`src/rtl/proc_run_ctrl_if.sv`:
```
// Program-load and instruction-memory write bundle of the run controller.
// master = bench/host loader side, slave = controller side.
interface proc_run_ctrl_if #(
  parameter int ADDR_W = 10,
  parameter int DATA_W = 32
);
  logic              prog_valid;
  logic              prog_ready;
  logic [DATA_W-1:0] prog_data;
  logic              prog_last;
  logic              imem_we;
  logic [ADDR_W-1:0] imem_addr;
  logic [DATA_W-1:0] imem_wdata;

  modport master (
    output prog_valid, prog_data, prog_last,
    input  prog_ready, imem_we, imem_addr, imem_wdata
  );

  modport slave (
    input  prog_valid, prog_data, prog_last,
    output prog_ready, imem_we, imem_addr, imem_wdata
  );
endinterface

```
`src/rtl/proc_run_ctrl.sv`:
```
// Run controller: holds the core in reset, streams a program image into
// instruction memory, then runs the core until halt or cycle limit.
module proc_run_ctrl #(
  parameter int ADDR_W     = 10,
  parameter int DATA_W     = 32,
  parameter int RST_CYCLES = 10,
  parameter int CNT_W      = 32,
  parameter int MAX_CYCLES = 100000
) (
  input  logic               clk,
  input  logic               rst,
  input  logic               start,
  input  logic               core_halt,
  proc_run_ctrl_if.slave     bus,
  output logic               core_rst,
  output logic               busy,
  output logic               done,
  output logic               timeout,
  output logic               error,
  output logic [CNT_W-1:0]   cycle_count,
  output logic [ADDR_W:0]    words_loaded
);

  localparam int HOLD_W = (RST_CYCLES > 1) ? $clog2(RST_CYCLES) : 1;
  localparam int LW     = ADDR_W + 1;
  localparam logic [HOLD_W-1:0] HOLD_LAST = HOLD_W'(RST_CYCLES - 1);
  localparam logic [ADDR_W-1:0] PTR_MAX   = {ADDR_W{1'b1}};
  localparam logic [CNT_W-1:0]  CNT_LIMIT = CNT_W'(MAX_CYCLES);

  typedef enum logic [2:0] {
    S_IDLE       = 3'd0,
    S_RESET_HOLD = 3'd1,
    S_LOAD       = 3'd2,
    S_RUN        = 3'd3,
    S_DONE       = 3'd4
  } state_t;

  state_t             state_r, state_s;
  logic [HOLD_W-1:0]  hold_cnt_r, hold_cnt_s;
  logic [ADDR_W-1:0]  ptr_r, ptr_s;
  logic               we_r, we_s;
  logic [ADDR_W-1:0]  addr_r, addr_s;
  logic [DATA_W-1:0]  wdata_r, wdata_s;
  logic               core_rst_r, core_rst_s;
  logic               busy_r, busy_s;
  logic               done_r, done_s;
  logic               timeout_r, timeout_s;
  logic               error_r, error_s;
  logic [CNT_W-1:0]   count_r, count_s;
  logic [LW-1:0]      loaded_r, loaded_s;
  logic               accept_s;

  assign bus.prog_ready = (state_r == S_LOAD);
  assign bus.imem_we    = we_r;
  assign bus.imem_addr  = addr_r;
  assign bus.imem_wdata = wdata_r;
  assign core_rst       = core_rst_r;
  assign busy           = busy_r;
  assign done           = done_r;
  assign timeout        = timeout_r;
  assign error          = error_r;
  assign cycle_count    = count_r;
  assign words_loaded   = loaded_r;

  // Next-state and next-output logic for the sequencer.
  always_comb begin
    state_s    = state_r;
    hold_cnt_s = hold_cnt_r;
    ptr_s      = ptr_r;
    we_s       = 1'b0;
    addr_s     = addr_r;
    wdata_s    = wdata_r;
    done_s     = done_r;
    timeout_s  = timeout_r;
    error_s    = error_r;
    count_s    = count_r;
    loaded_s   = loaded_r;
    accept_s   = bus.prog_valid && (state_r == S_LOAD);

    case (state_r)
      S_IDLE, S_DONE: begin
        if (start) begin
          state_s    = S_RESET_HOLD;
          hold_cnt_s = '0;
          ptr_s      = '0;
          done_s     = 1'b0;
          timeout_s  = 1'b0;
          error_s    = 1'b0;
          count_s    = '0;
          loaded_s   = '0;
        end else begin
          state_s = state_r;
        end
      end
      S_RESET_HOLD: begin
        if (hold_cnt_r == HOLD_LAST) begin
          state_s    = S_LOAD;
          hold_cnt_s = '0;
        end else begin
          hold_cnt_s = hold_cnt_r + HOLD_W'(1);
        end
      end
      S_LOAD: begin
        if (accept_s) begin
          we_s     = 1'b1;
          addr_s   = ptr_r;
          wdata_s  = bus.prog_data;
          ptr_s    = ptr_r + ADDR_W'(1);
          loaded_s = loaded_r + LW'(1);
          if (bus.prog_last) begin
            state_s = S_RUN;
          end else if (ptr_r == PTR_MAX) begin
            // Image does not fit: the last slot is still written, core stays in reset.
            state_s = S_DONE;
            error_s = 1'b1;
            done_s  = 1'b1;
          end else begin
            state_s = S_LOAD;
          end
        end else begin
          we_s = 1'b0;
        end
      end
      S_RUN: begin
        count_s = count_r + CNT_W'(1);
        if (core_halt) begin
          state_s = S_DONE;
          done_s  = 1'b1;
        end else if (count_s == CNT_LIMIT) begin
          state_s   = S_DONE;
          done_s    = 1'b1;
          timeout_s = 1'b1;
        end else begin
          state_s = S_RUN;
        end
      end
      default: begin
        state_s = S_IDLE;
      end
    endcase

    core_rst_s = (state_s != S_RUN);
    busy_s     = (state_s == S_RESET_HOLD) || (state_s == S_LOAD) || (state_s == S_RUN);
  end

  // State and registered outputs with synchronous reset.
  always_ff @(posedge clk) begin
    if (rst) begin
      state_r    <= S_IDLE;
      hold_cnt_r <= '0;
      ptr_r      <= '0;
      we_r       <= 1'b0;
      addr_r     <= '0;
      wdata_r    <= '0;
      core_rst_r <= 1'b1;
      busy_r     <= 1'b0;
      done_r     <= 1'b0;
      timeout_r  <= 1'b0;
      error_r    <= 1'b0;
      count_r    <= '0;
      loaded_r   <= '0;
    end else begin
      state_r    <= state_s;
      hold_cnt_r <= hold_cnt_s;
      ptr_r      <= ptr_s;
      we_r       <= we_s;
      addr_r     <= addr_s;
      wdata_r    <= wdata_s;
      core_rst_r <= core_rst_s;
      busy_r     <= busy_s;
      done_r     <= done_s;
      timeout_r  <= timeout_s;
      error_r    <= error_s;
      count_r    <= count_s;
      loaded_r   <= loaded_s;
    end
  end

endmodule

```
`src/flat_wrapper.sv`:
```
// flat-port wrapper written by rule: the top's interface ports become plain ports
module proc_run_ctrl_flat 
#(
  parameter int ADDR_W     = 10,
  parameter int DATA_W     = 32,
  parameter int RST_CYCLES = 10,
  parameter int CNT_W      = 32,
  parameter int MAX_CYCLES = 100000
)
  (clk, rst, start, core_halt, core_rst, busy, done, timeout, error, cycle_count, words_loaded, bus_prog_valid, bus_prog_data, bus_prog_last, bus_prog_ready, bus_imem_we, bus_imem_addr, bus_imem_wdata);
  proc_run_ctrl_if #(.ADDR_W(ADDR_W), .DATA_W(DATA_W)) bus_i ();
  input  logic clk;
  input  logic rst;
  input  logic start;
  input  logic core_halt;
  output logic core_rst;
  output logic busy;
  output logic done;
  output logic timeout;
  output logic error;
  output logic [CNT_W-1:0] cycle_count;
  output logic [ADDR_W:0] words_loaded;
  input wire logic [$bits(bus_i.prog_valid)-1:0] bus_prog_valid;
  input wire logic [$bits(bus_i.prog_data)-1:0] bus_prog_data;
  input wire logic [$bits(bus_i.prog_last)-1:0] bus_prog_last;
  output wire logic [$bits(bus_i.prog_ready)-1:0] bus_prog_ready;
  output wire logic [$bits(bus_i.imem_we)-1:0] bus_imem_we;
  output wire logic [$bits(bus_i.imem_addr)-1:0] bus_imem_addr;
  output wire logic [$bits(bus_i.imem_wdata)-1:0] bus_imem_wdata;
  assign bus_i.prog_valid = bus_prog_valid;
  assign bus_i.prog_data = bus_prog_data;
  assign bus_i.prog_last = bus_prog_last;
  assign bus_prog_ready = bus_i.prog_ready;
  assign bus_imem_we = bus_i.imem_we;
  assign bus_imem_addr = bus_i.imem_addr;
  assign bus_imem_wdata = bus_i.imem_wdata;
  proc_run_ctrl #(.ADDR_W(ADDR_W), .DATA_W(DATA_W), .RST_CYCLES(RST_CYCLES), .CNT_W(CNT_W), .MAX_CYCLES(MAX_CYCLES)) u_core (.clk(clk), .rst(rst), .start(start), .core_halt(core_halt), .bus(bus_i), .core_rst(core_rst), .busy(busy), .done(done), .timeout(timeout), .error(error), .cycle_count(cycle_count), .words_loaded(words_loaded));
endmodule
```
`config.mk`:
```
export PLATFORM = sky130hd
export DESIGN_NAME = proc_run_ctrl_flat
export DESIGN_NICKNAME = d
export VERILOG_FILES = /design/src/rtl/proc_run_ctrl_if.sv /design/src/rtl/proc_run_ctrl.sv /design/src/flat_wrapper.sv
export SDC_FILE = /design/constraint.sdc
export NUM_CORES = 1
export LEC_CHECK = 0
export BUFFER_PORTS_ARGS = -buffer_cell sky130_fd_sc_hd__buf_4
export CAP_MARGIN = 10
export CORE_MARGIN = 5
export CORE_UTILIZATION = 40
export CTS_CLUSTER_SIZE = 20
export DETAILED_ROUTE_END_ITERATION = 7
export PLACE_DENSITY_LB_ADDON = 0.25
export SYNTH_ARGS = -nofsm -noshare
export SYNTH_HDL_FRONTEND = slang
export SYNTH_SLANG_ARGS = --single-unit
```
`constraint.sdc`:
```
create_clock -name clk -period 5.6 [get_ports clk]
set_input_delay 0.84 -clock clk [delete_from_list [all_inputs] [get_ports clk]]
set_output_delay 0.84 -clock clk [all_outputs]
set_load 0.005 [all_outputs]
```
; ---- Yosys cells after proc, flatten, opt, wreduce, memory -nomap -nowiden
; Cells that the tools add are included.
[totals]
out_inout_bits = 92
input_bits = 38
regBits = 108
[op_classes]
add_sub_neg = 4
bitwise = 1
muxes = 30
reduce_logical = 17
eq_ne = 18
[op_table]
columns = op, count
row1 = $pmux W32 S2, 1
row2 = $add A32 B1 Y32 const B, 1
row3 = $eq A32 B17 Y1 const B, 1
row4 = $mux W32, 1
row5 = $mux W11, 2
row6 = $pmux W11 S2, 1
row7 = $mux W3, 7
row8 = $mux W10, 2
row9 = $pmux W10 S2, 1
row10 = $eq A3 B2 Y1 const B, 4
row11 = $pmux W3 S4, 1
row12 = $add A11 B1 Y11 const B, 1
row13 = $add A10 B1 Y10 const B, 1
row14 = $eq A10 B10 Y1 const B, 1
row15 = $mux W1, 8
row16 = $mux W4, 2
row17 = $pmux W4 S2, 1
row18 = $eq A3 B1 Y1 const B, 2
row19 = $ne A2 B1 Y1 const B, 3
row20 = $ne A2 B2 Y1 const B, 3
row21 = $ne A3 B2 Y1 const B, 2
row22 = $reduce_and A2 Y1, 3
row23 = $reduce_and A6 Y1, 1
row24 = $reduce_bool A2 Y1, 3
row25 = other kinds (14), 17

; ---- Longest topological paths before layout
[logic_depth]
depth_word = 8
mapped_depth = 9

; ---- Worst setup path before layout
; Ideal clock, no wire load.
[synth_timing]
kind = register to register
startpoint = register u_core.count_r[0], in the netlist u_core.cycle_count[0]
endpoint = register u_core.state_r[2]
arrival_time_ps = 2433
slack_ps = 3107
n_path_buf = 0
path_stages_with_launch = 9
required_ps = 5540
cell_sequence = dfxtp_1 ha_1 nand3_2 or3_4 o21a_1 nor4_1 nand4_1 nor4_4 o221a_1
[synth_via]
elab_chain_len = 5
[synth_lines]
columns = element, line_no
row1 = "start, declared", proc_run_ctrl.sv:49  ; logic [CNT_W-1:0] count_r, count_s;
row2 = "start signal, assigned", proc_run_ctrl.sv:174  ; count_r <= count_s;
row3 = $add A32 B1 Y32, proc_run_ctrl.sv:125  ; count_s = count_r + CNT_W'(1);
row4 = $eq A32 B17 Y1, proc_run_ctrl.sv:129  ; end else if (count_s == CNT_LIMIT) begin
row5 = $mux W3, proc_run_ctrl.sv:129
row6 = $mux W3, proc_run_ctrl.sv:126  ; if (core_halt) begin
row7 = $pmux W3 S4, proc_run_ctrl.sv:80  ; case (state_r)
row8 = "end signal, assigned", proc_run_ctrl.sv:163  ; state_r <= state_s;
row9 = "end, declared", proc_run_ctrl.sv:38  ; state_t state_r, state_s;
; Every way passes these cells.
; A chain may end at the register's enable or synchronous reset.

; ---- Worst setup path after layout
[layout_timing]
startpoint = register u_core.count_r[4], in the netlist u_core.cycle_count[4]
endpoint = register u_core.state_r[2]
; Same word-level chain as after synthesis.

==> out/qor.yml <==
yosys:
  ys_warn_count: 0
  syn-cell-area_um2: 5196
  syn_avg_cell_area_um2: 7.619
  async_flop_share_pct: 0
  synth_fp_nets: 725
  syn_inst: 682
  yosys_register_bits: 108
  synth_edf_count: 0
  synth.distinct_cells: 58
  yosysSeqAreaShare_pct: 41.61
  ys.flop_type: "dfxtp_1"
pwr:
  power.switching_w: 0.0003474
  power.density_nw_per_um2: 224.5
  ir_drop_mv: 0.2176
  total_leakage_power_nw: 2.361
  internal-power_w: 0.001108
  sequentialPowerShare_pct: 53.3
  swShare_pct: 23.87
  clockPowerShare_pct: 42.1
  combPwrFrac_pct: 4.6
floorplanning:
  start_util_pct: 41.01
  row_count: 41
  floorplan.core_area_um2: 12670
  die_w_um: 124.0
  io-pin-count: 130
  die_area_um2: 15370
  dieHeight_um: 124.0
worst_setup_path:
  r2r-end: "u_core.state_r[2]"
  crit_family: "simple AND/OR/NAND/NOR gates"
  startpoint_type: "flip-flop"
  cp_max_fo: 16
  crit_chain: "nand3_1 > nand4b_1 > o31a_1 > nor4_1 > nand4_1 > nor4_4 > o221a_1"
  path_buf_inv: 0
  timing.rr.start: "u_core.cycle_count[4]"
  required_ns: 5.90
  end_kind: "flip-flop"
  cpPeakStageDelay_ns: 0.65
  r2r_setup_slack_ns: 2.43
  crit_type: "reg2reg"
  crit_slowest_cell: "nand4b_1"
  cp.arrival_ns: 3.47
  ff2ff_path_depth: 7
timing:
  max_freq_mhz: 315.9
  rsz0062_at_grt: "false"
  fin_crit_sh_pct: 56.54
  relSlewSlack_pct: 23.56
  finalHoldViolations: 0
  slew_violations: 0
  min_period_ns: 3.166
  setup_viol: 0
  setup_tns_ns: 0
  holdWs_ns: 0.4559
  tightest_slew_ns: 1.142
  finalClockSkew_ns: 0.009951
placement:
  routabilityCongestion: 0.9406
  portBuffers: 129
  detailed_place_hpwl_um: 10200
global_route:
  grt_antenna_before_repair: 0
  overflow: 0
  grt_usage_pct: 18.55
  grt_max_degree: 89
  first_global_vias: 4778
  grt_pass1_wl_um: 23120
finish:
  area_growth_pct: 24.73
  num-nets-final: 818
  diodes: 0
  fin_util_pct: 51.15
  drive_gt1_share_pct: 20.64
cts:
  cts_max_level: 3
  ctsResizeCount: 0
  numCtsBuffers: 9
  cts.sinks: 108
  ctsLongestPathBuffers: 2
  cts_tree: "yes"
  post-cts-setup-buffers: 0
  path_clk_slew_ns: 0.07
  hold_buffers: 0
  clkLatencyLatePin_ns: 0.36
  clockRootBuffer: "clkbuf_16"
drt:
  drtIter0Drc: 349
  ant_nets: 0
  totalWireLength_um: 14580
  drt-vias-per-instance: 5.491
  routedWlPerCell_um: 15.32
  vias: 5227
  drcViolationCount: 0
  drt_pass1_iterations: 5
run_status:
  status: "finished clean"
hold_path:
  min_from: "u_core.bus.imem_wdata[14]"
  hold_depth: 2
  min_to: "u_core.bus.imem_wdata[14]"
  hold_path_class: "reg2reg"
run:
  maxCapViolations: 0
layout by cell type, fill, tap and decap left out, types with 9 or more instances in the layout:
cell       count
nor3_1        12
nor4_1        14
buf_4        133
nor2_1        68
o21ai_0       39
dfxtp_1      108
or3_1         16
xor2_1        13
clkbuf_16      9
nand4_1       22
a21oi_1       90
nand3_1       15
nand2_1      134
per-stage QoR:
stage | std cells | power [W] | area, µm² | setup slack [ns]
after global routing | 952 | 0.001510 | 6481 | 2.188
after CTS | 952 | 0.001470 | 6481 | 2.435
after floorplan | 682 | 0.0008271 | 5196 | 3.107
after global placement | 936 | 0.0008587 | 6198 | 2.539
final | 952 | 0.001455 | 6481 | 2.434
after detailed placement | 936 | 0.0008601 | 6198 | 2.488
layout make-up:
cell class                 instances  area (µm²)
tap                              172       215.2
sequential                       108        2162
clock buffer                       9       225.2
inverter                           3       11.26
timing repair buffer             133       998.5
multi-input combinational        520        2811
clock inverter                     7       57.56
fill                            1254        6190
metal layers:
layer | GRT usage (%) | vias to the layer above | routed length, µm
met4 | 7.050 | 0 | 345
li1 | - | 2584 | -
met1 | 23.40 | 2438 | 6205
met3 | 4.360 | 34 | 985
met2 | 30.79 | 171 | 7044
met5 | 0 | - | 0
registers in the layout, summed over array words and instances (netlist names), 3 cells and up:
name                   flops
u_core.bus.imem_wdata     32
u_core.ptr_r              10
u_core.words_loaded       11
u_core.bus.imem_addr      10
u_core.hold_cnt_r          4
u_core.state_r             3
u_core.cycle_count        32
synth_stat cells, types with 4 or more instances:
library cell	instances	share of area, %
nor2_1	68	4.9
xor2_1	13	2.2
nand2b_1	7	0.84
a311oi_1	6	1.0
a21oi_1	90	8.7
buf_2	14	1.3
nor3_1	12	1.2
and3_1	7	0.84
clkbuf_1	35	2.5
nor4_1	14	1.7
o21ai_0	39	3.8
xnor2_1	7	1.2
nand4b_1	4	0.67
nand4_1	22	2.6
dfxtp_1	108	42
nand2_1	134	9.7
ha_1	5	1.2
and4_1	5	0.84
nand3_1	15	1.4
a211oi_1	6	0.87
or3_1	16	1.9
worst max-delay path by stage:
stage | start | endpoint | slack, ns | depth (start not counted)
3_3_place_gp | u_core.cycle_count[4] | u_core.state_r[2] | 2.54 | 7
4_1_cts | u_core.cycle_count[4] | u_core.state_r[2] | 2.44 | 7
3_5_place_dp | u_core.cycle_count[4] | u_core.state_r[2] | 2.49 | 7
6_report | u_core.cycle_count[4] | u_core.state_r[2] | 2.43 | 7
2_1_floorplan | u_core.cycle_count[0] | u_core.state_r[2] | 3.11 | 8
5_1_grt | u_core.cycle_count[4] | u_core.state_r[2] | 2.19 | 7
cells by family after synthesis:
group	after synthesis	share of synthesized area [%]
compound gates	163	17.82
xor+xnor	20	3.371
fa+ha+maj	5	1.204
buf+inv	54	4.286
flops	108	41.61
mux	1	0.1926
simple gates	331	31.52
worst reg2reg max path: stages, from the launching register on:
cell	delay [ns]
dfxtp_1	0.57
nand3_1	0.27
nand4b_1	0.65
o31a_1	0.48
nor4_1	0.25
nand4_1	0.19
nor4_4	0.45
o221a_1	0.25
power groups by stage:
stage               clock network [W]  registers [W]  logic (W)
floorplan                           0       0.000791  0.0000362
global placement                    0       0.000793  0.0000657
detailed placement                  0       0.000793  0.0000669
CTS                          0.000628       0.000775  0.0000672
global route                 0.000660       0.000776  0.0000745
finish                       0.000613       0.000775  0.0000669
(Power assumes the default switching activity.)
